[config.mk]
export PLATFORM = sky130hd
export DESIGN_NAME = execute_in_stage
export DESIGN_NICKNAME = d
export VERILOG_FILES = /design/src/rtl/execute_in_stage_pkg.sv /design/src/rtl/exec_skid_fifo.sv /design/src/rtl/execute_in_stage.sv
export SDC_FILE = /design/constraint.sdc
export NUM_CORES = 1
export LEC_CHECK = 0
export BUFFER_PORTS_ARGS = -buffer_cell sky130_fd_sc_hd__clkbuf_2
export CAP_MARGIN = 20
export CORE_MARGIN = 5
export CORE_UTILIZATION = 28
export DETAILED_ROUTE_END_ITERATION = 10
export PLACE_DENSITY = 0.47
export SETUP_SLACK_MARGIN = 0.05
export SYNTH_ARGS = -nofsm -noshare
export SYNTH_HDL_FRONTEND = slang
export SYNTH_SLANG_ARGS = --single-unit
[constraint.sdc]
create_clock -name clock -period 6.2 [get_ports clock]
set_clock_uncertainty 0.15 [all_clocks]
set_input_delay 0.31 -clock clock [delete_from_list [all_inputs] [get_ports clock]]
set_output_delay 0.31 -clock clock [all_outputs]
set_load 0.005 [all_outputs]
[src/rtl/execute_in_stage_pkg.sv]
// Shared types and default widths for the LC-3 execute-input buffer.
// The bundle struct is the default payload of the skid FIFO.
package execute_in_stage_pkg;

    localparam int DATA_W_D  = 16;
    localparam int NUM_BYP_D = 2;
    localparam int DEPTH_D   = 2;
    localparam int ECTRL_W_D = 6;
    localparam int WCTRL_W_D = 2;

    typedef struct packed {
        logic [DATA_W_D-1:0]  ir;
        logic [DATA_W_D-1:0]  npc;
        logic [DATA_W_D-1:0]  op1;
        logic [DATA_W_D-1:0]  op2;
        logic [ECTRL_W_D-1:0] e_ctrl;
        logic                 mem_ctrl;
        logic [WCTRL_W_D-1:0] w_ctrl;
    } exec_bundle_t;

    function automatic int sel_w(input int num_byp);
        return $clog2(num_byp + 1);
    endfunction

endpackage

[src/rtl/exec_skid_fifo.sv]
// DEPTH-entry FIFO of execute bundles with count, pointers and flush.
// Head data falls back to the last popped entry while empty.
module exec_skid_fifo
    import execute_in_stage_pkg::*;
#(
    parameter int DEPTH = DEPTH_D,
    parameter type T = exec_bundle_t,
    localparam int PTR_W = $clog2(DEPTH),
    localparam int CNT_W = $clog2(DEPTH + 1)
) (
    input  logic             clock,
    input  logic             reset,
    input  logic             i_flush,
    input  logic             i_valid,
    output logic             o_ready,
    input  T                 i_data,
    output logic             o_valid,
    input  logic             i_ready,
    output T                 o_data,
    output logic [CNT_W-1:0] o_count
);

    T                 r_mem [DEPTH];
    T                 r_hold;
    logic [PTR_W-1:0] r_wr_ptr;
    logic [PTR_W-1:0] r_rd_ptr;
    logic [CNT_W-1:0] r_count;

    logic             w_push;
    logic             w_pop;
    logic [PTR_W-1:0] w_wr_nxt;
    logic [PTR_W-1:0] w_rd_nxt;

    assign o_ready = (r_count < CNT_W'(DEPTH));
    assign o_valid = (r_count != '0);
    assign w_push  = i_valid && o_ready;
    assign w_pop   = o_valid && i_ready;
    assign o_count = r_count;
    assign o_data  = o_valid ? r_mem[r_rd_ptr] : r_hold;

    assign w_wr_nxt = (r_wr_ptr == PTR_W'(DEPTH - 1)) ? '0 : r_wr_ptr + 1'b1;
    assign w_rd_nxt = (r_rd_ptr == PTR_W'(DEPTH - 1)) ? '0 : r_rd_ptr + 1'b1;

    // Storage carries no reset; only entries below count are ever read.
    always_ff @(posedge clock) begin
        if (w_push && !i_flush) begin
            r_mem[r_wr_ptr] <= i_data;
        end
    end

    always_ff @(posedge clock or negedge reset) begin
        if (!reset) begin
            r_wr_ptr <= '0;
            r_rd_ptr <= '0;
            r_count  <= '0;
            r_hold   <= '0;
        end else if (i_flush) begin
            r_wr_ptr <= '0;
            r_rd_ptr <= '0;
            r_count  <= '0;
        end else begin
            if (w_push) begin
                r_wr_ptr <= w_wr_nxt;
            end
            if (w_pop) begin
                r_rd_ptr <= w_rd_nxt;
                r_hold   <= r_mem[r_rd_ptr];
            end
            if (w_push && !w_pop) begin
                r_count <= r_count + 1'b1;
            end else if (w_pop && !w_push) begin
                r_count <= r_count - 1'b1;
            end
        end
    end

endmodule

[src/rtl/execute_in_stage.sv]
// Execute-stage input buffer: resolves operand bypass at capture time
// and queues the resolved bundle in a skid FIFO for the ALU.
module execute_in_stage
    import execute_in_stage_pkg::*;
#(
    parameter int DATA_W  = DATA_W_D,
    parameter int NUM_BYP = NUM_BYP_D,
    parameter int DEPTH   = DEPTH_D,
    parameter int ECTRL_W = ECTRL_W_D,
    parameter int WCTRL_W = WCTRL_W_D,
    localparam int SEL_W  = sel_w(NUM_BYP),
    localparam int OCC_W  = $clog2(DEPTH + 1)
) (
    input  logic                      clock,
    input  logic                      reset,
    input  logic                      flush,
    input  logic                      in_valid,
    output logic                      in_ready,
    input  logic [DATA_W-1:0]         ir,
    input  logic [DATA_W-1:0]         npc_in,
    input  logic [DATA_W-1:0]         vsr1,
    input  logic [DATA_W-1:0]         vsr2,
    input  logic [ECTRL_W-1:0]        e_control,
    input  logic                      mem_control_in,
    input  logic [WCTRL_W-1:0]        w_control_in,
    input  logic [SEL_W-1:0]          byp_sel1,
    input  logic [SEL_W-1:0]          byp_sel2,
    input  logic [NUM_BYP*DATA_W-1:0] byp_val,
    output logic                      out_valid,
    input  logic                      out_ready,
    output logic [DATA_W-1:0]         out_ir,
    output logic [DATA_W-1:0]         out_npc,
    output logic [DATA_W-1:0]         out_op1,
    output logic [DATA_W-1:0]         out_op2,
    output logic [ECTRL_W-1:0]        out_e_control,
    output logic                      out_mem_control,
    output logic [WCTRL_W-1:0]        out_w_control,
    output logic [OCC_W-1:0]          occupancy,
    output logic                      sel_err
);

    typedef struct packed {
        logic [DATA_W-1:0]  ir;
        logic [DATA_W-1:0]  npc;
        logic [DATA_W-1:0]  op1;
        logic [DATA_W-1:0]  op2;
        logic [ECTRL_W-1:0] e_ctrl;
        logic               mem_ctrl;
        logic [WCTRL_W-1:0] w_ctrl;
    } bundle_t;

    bundle_t           w_in;
    bundle_t           w_out;
    logic [DATA_W-1:0] w_op1;
    logic [DATA_W-1:0] w_op2;
    logic              w_bad1;
    logic              w_bad2;
    logic              w_push;
    logic              r_sel_err;

    // Out-of-range selects fall back to the register-file operand.
    always_comb begin
        w_op1  = vsr1;
        w_op2  = vsr2;
        w_bad1 = (byp_sel1 > SEL_W'(NUM_BYP));
        w_bad2 = (byp_sel2 > SEL_W'(NUM_BYP));
        for (int k = 1; k <= NUM_BYP; k++) begin
            if (byp_sel1 == SEL_W'(k)) begin
                w_op1 = byp_val[(k-1)*DATA_W +: DATA_W];
            end
            if (byp_sel2 == SEL_W'(k)) begin
                w_op2 = byp_val[(k-1)*DATA_W +: DATA_W];
            end
        end
    end

    always_comb begin
        w_in          = '0;
        w_in.ir       = ir;
        w_in.npc      = npc_in;
        w_in.op1      = w_op1;
        w_in.op2      = w_op2;
        w_in.e_ctrl   = e_control;
        w_in.mem_ctrl = mem_control_in;
        w_in.w_ctrl   = w_control_in;
    end

    assign w_push = in_valid && in_ready;

    always_ff @(posedge clock or negedge reset) begin
        if (!reset) begin
            r_sel_err <= 1'b0;
        end else if (w_push && (w_bad1 || w_bad2)) begin
            r_sel_err <= 1'b1;
        end
    end

    exec_skid_fifo #(
        .DEPTH (DEPTH),
        .T     (bundle_t)
    ) u_fifo (
        .clock   (clock),
        .reset   (reset),
        .i_flush (flush),
        .i_valid (in_valid),
        .o_ready (in_ready),
        .i_data  (w_in),
        .o_valid (out_valid),
        .i_ready (out_ready),
        .o_data  (w_out),
        .o_count (occupancy)
    );

    assign out_ir          = w_out.ir;
    assign out_npc         = w_out.npc;
    assign out_op1         = w_out.op1;
    assign out_op2         = w_out.op2;
    assign out_e_control   = w_out.e_ctrl;
    assign out_mem_control = w_out.mem_ctrl;
    assign out_w_control   = w_out.w_ctrl;
    assign sel_err         = r_sel_err;

endmodule

==> results.md <==
- CP required: 5.74 ns
- Max-slew violation count: 0
- YS warnings: 0
- CP max stage delay: 0.76 ns
- Finished Cell Area: 12750 um2
- DP HPWL: 16920 um
- Highest metal used: met4
- Fin. Hold Viols: 0
- Hold_buf cts: 43
- Share of cells above drive strength 1: 24.52%
- Setup Viol. Count Final: 0
- 1st-iter DRT viols: 264
- Startpoint class of the critical path: register
- Residual DRC: 0
- Die height: 200.7 um
- CTS resizes: 0
- PortBufs: 191
- Commonest cells after routing, fill and taps aside: 189 x clkbuf_2, 146 x edfxtp_1, 107 x a21oi_1, 106 x mux2i_1, 77 x dfrtp_1
- Vias in the first global route: 7038
- Final std cells w/o fill: 1493
- Initial Util: 28.50%
- Most common cell after layout, fill and taps aside: clkbuf_2
- Antenna diode count: 0
- Slew @ Worst Pin: 0.9462 ns
- GPL Wtd Cong: 0.7679
- Antenna viol nets, final: 0
- Largest net degree at the start of global routing: 87
- Setup total negative slack: 0 ns
- Clock Path Buffers: 3
- WL final: 25940 um
- HP Class: input port to register
- Final min period: 3.450 ns
- Synthesized Nets: 928
- GR Util All Layers: 12.60%
- Peak supply drop: 0.1318 mV
- # IOs: 192
- Max Fclk: 289.8 MHz
- Post-CTS setup buffer count: 0
- Synth unique cells: 28
- Clk_lat worst skew: 0.53 ns
- Pwr dens: 336.0 nW/um2
- Cell family with most CP delay: simple AND/OR/NAND/NOR gates
- Fillers: 3557
- Syn-to-layout area delta: 25.21%
- Async SR Flop Fraction: 34.82%
- Die Width: 200.7 um
- Initial antenna violation count: 0
- H-tree levels: 1
- NumNets Final: 1126
- Clock slew at reported path FFs: 0.05 ns
- Die area: 40290 um2
- Synthesized cell area: 10180 um2
- Slew headroom: 36.92%
- RSZ-0062 raised after global routing: no
- Rows: 69
- Cell total after placement: 1400
- Post-DP Area: 11340 um2
- Mapped Cells: 814
- Clock Sinks: 224
- Worst Path Buf+Inv: 2
- Area of the multi-input gates: 3381 um2
- Vias/cell: 4.700
- CP arrival: 2.99 ns
- Register area: 6340 um2
- FF+latch count, synth: 224
- Final period util: 55.65%
- Grt ovf: 0
- Placeable core region: 35740 um2
- Via count: 7017
- Root Driver: clkbuf_16
- Routed WL per cell: 17.38 um
- WHS: 0.05846 ns
- WS Path Type: register to primary output
- Post-synth EDFFs: 146
- CTS tree: built
- P_leak: 4.861 nW
- Max Cap Violations: 0
- CP endpoint kind: primary output
- Status: finished, final reports clean
- Seq/Total Area, Yosys: 62.21%
- WL met3: 1529 um
- Layout Utilization: 35.68%
- Mean cell area of the mapped netlist: 12.51 um2
- Met1 WL: 12080 um
- Worst Path Max Fanout: 84
- Crit-path slowest cell: or2_4
- CP cell instances: or2_4 -> buf_4 -> nor2_1 -> a21oi_1 -> clkbuf_2
- Ys flop type: edfxtp_1
- Total length of routed met2 wires: 11950 um
- Pre-Repair DR Iteration Count: 4
- Number of CTS-inserted buffers: 26
- First-pass GRT wire length: 41080 um
-- metrics by stage --
step,power (mW),setup WS [ns]
2_1_floorplan,2.365,1.918
3_3_place_gp,2.659,3.263
3_5_place_dp,2.673,3.253
4_1_cts,4.364,2.673
5_1_grt,4.534,2.470
6_report,4.285,2.750
-- routing by layer --
metal	vias up	GRT usage [%]
met5	-	0
met4	0	2.360
met3	28	3.150
met2	189	20.74
met1	3318	17.10
li1	3482	-
-- sequential cells by signal, summed over array words and instances, names as in the netlist --
name	count
sel_err	1
u_fifo.o_count	2
u_fifo.r_hold	73
u_fifo.r_mem	146
u_fifo.r_rd_ptr	1
u_fifo.r_wr_ptr	1
-- logic make-up after synthesis --
kind of cell / count (synthesis) / share of synthesized area (%)
buf+inv: 77 / 4.889
flops: 224 / 62.21
simple gates: 115 / 5.221
mux: 106 / 10.42
compound gates: 290 / 17.09
xor+xnor: 2 / 0.1720
-- power breakdown --
part / total (mW) / switching [mW] / leakage (nW) / internal [mW]
registers: 1.87 / 0.0887 / 2.31 / 1.79
logic: 0.771 / 0.439 / 2.09 / 0.332
clock network: 1.64 / 0.588 / 0.460 / 1.05
-- final timing paths --
path,startpoint,endpoint,slack [ns],cells past startpoint
max,u_fifo.o_count[1],out_ir[7],2.75,5
min,in_valid,u_fifo.o_count[1],0.06,4
max reg2reg,u_fifo.o_count[1],u_fifo.r_mem[1][7],3.47,4
min reg2reg,sel_err,sel_err,0.33,1
max in group asynchronous,reset,u_fifo.r_rd_ptr,4.62,3
min in group asynchronous,reset,u_fifo.r_hold[56],0.11,2
-- worst register-to-register path: cells and delay by family (launching register included) --
family        cells  cell delay, ns
buf+inv           2            1.07
flops             1            0.47
simple gates      2            0.62
-- final cells by class --
class	count	share of cell area (%)
Inverter	1	0.02943
Clock buffer	38	5.926
Timing Repair Buffer	246	11.81
Multi-Input combinational cell	513	26.51
Tap cell	461	4.523
Sequential cell	224	49.72
Clock inverter	10	1.482
-- synth_stat cells, drive strengths merged, types with 2 or more instances --
| master | count | area (um2) |
|---|---|---|
| a211oi | 32 | 240.2 |
| edfxtp | 146 | 4384 |
| a21oi | 107 | 535.5 |
| mux2i | 106 | 1061 |
| nor2 | 75 | 281.5 |
| clkbuf | 17 | 63.81 |
| dfrtp | 78 | 1952 |
| nor2b | 34 | 212.7 |
| buf | 59 | 430.4 |
| xor2 | 2 | 17.52 |
| o21ai | 75 | 379.1 |
| nand2b | 2 | 12.51 |
| o31ai | 73 | 563.0 |
No activity file was read; power rests on OpenSTA's default activity.
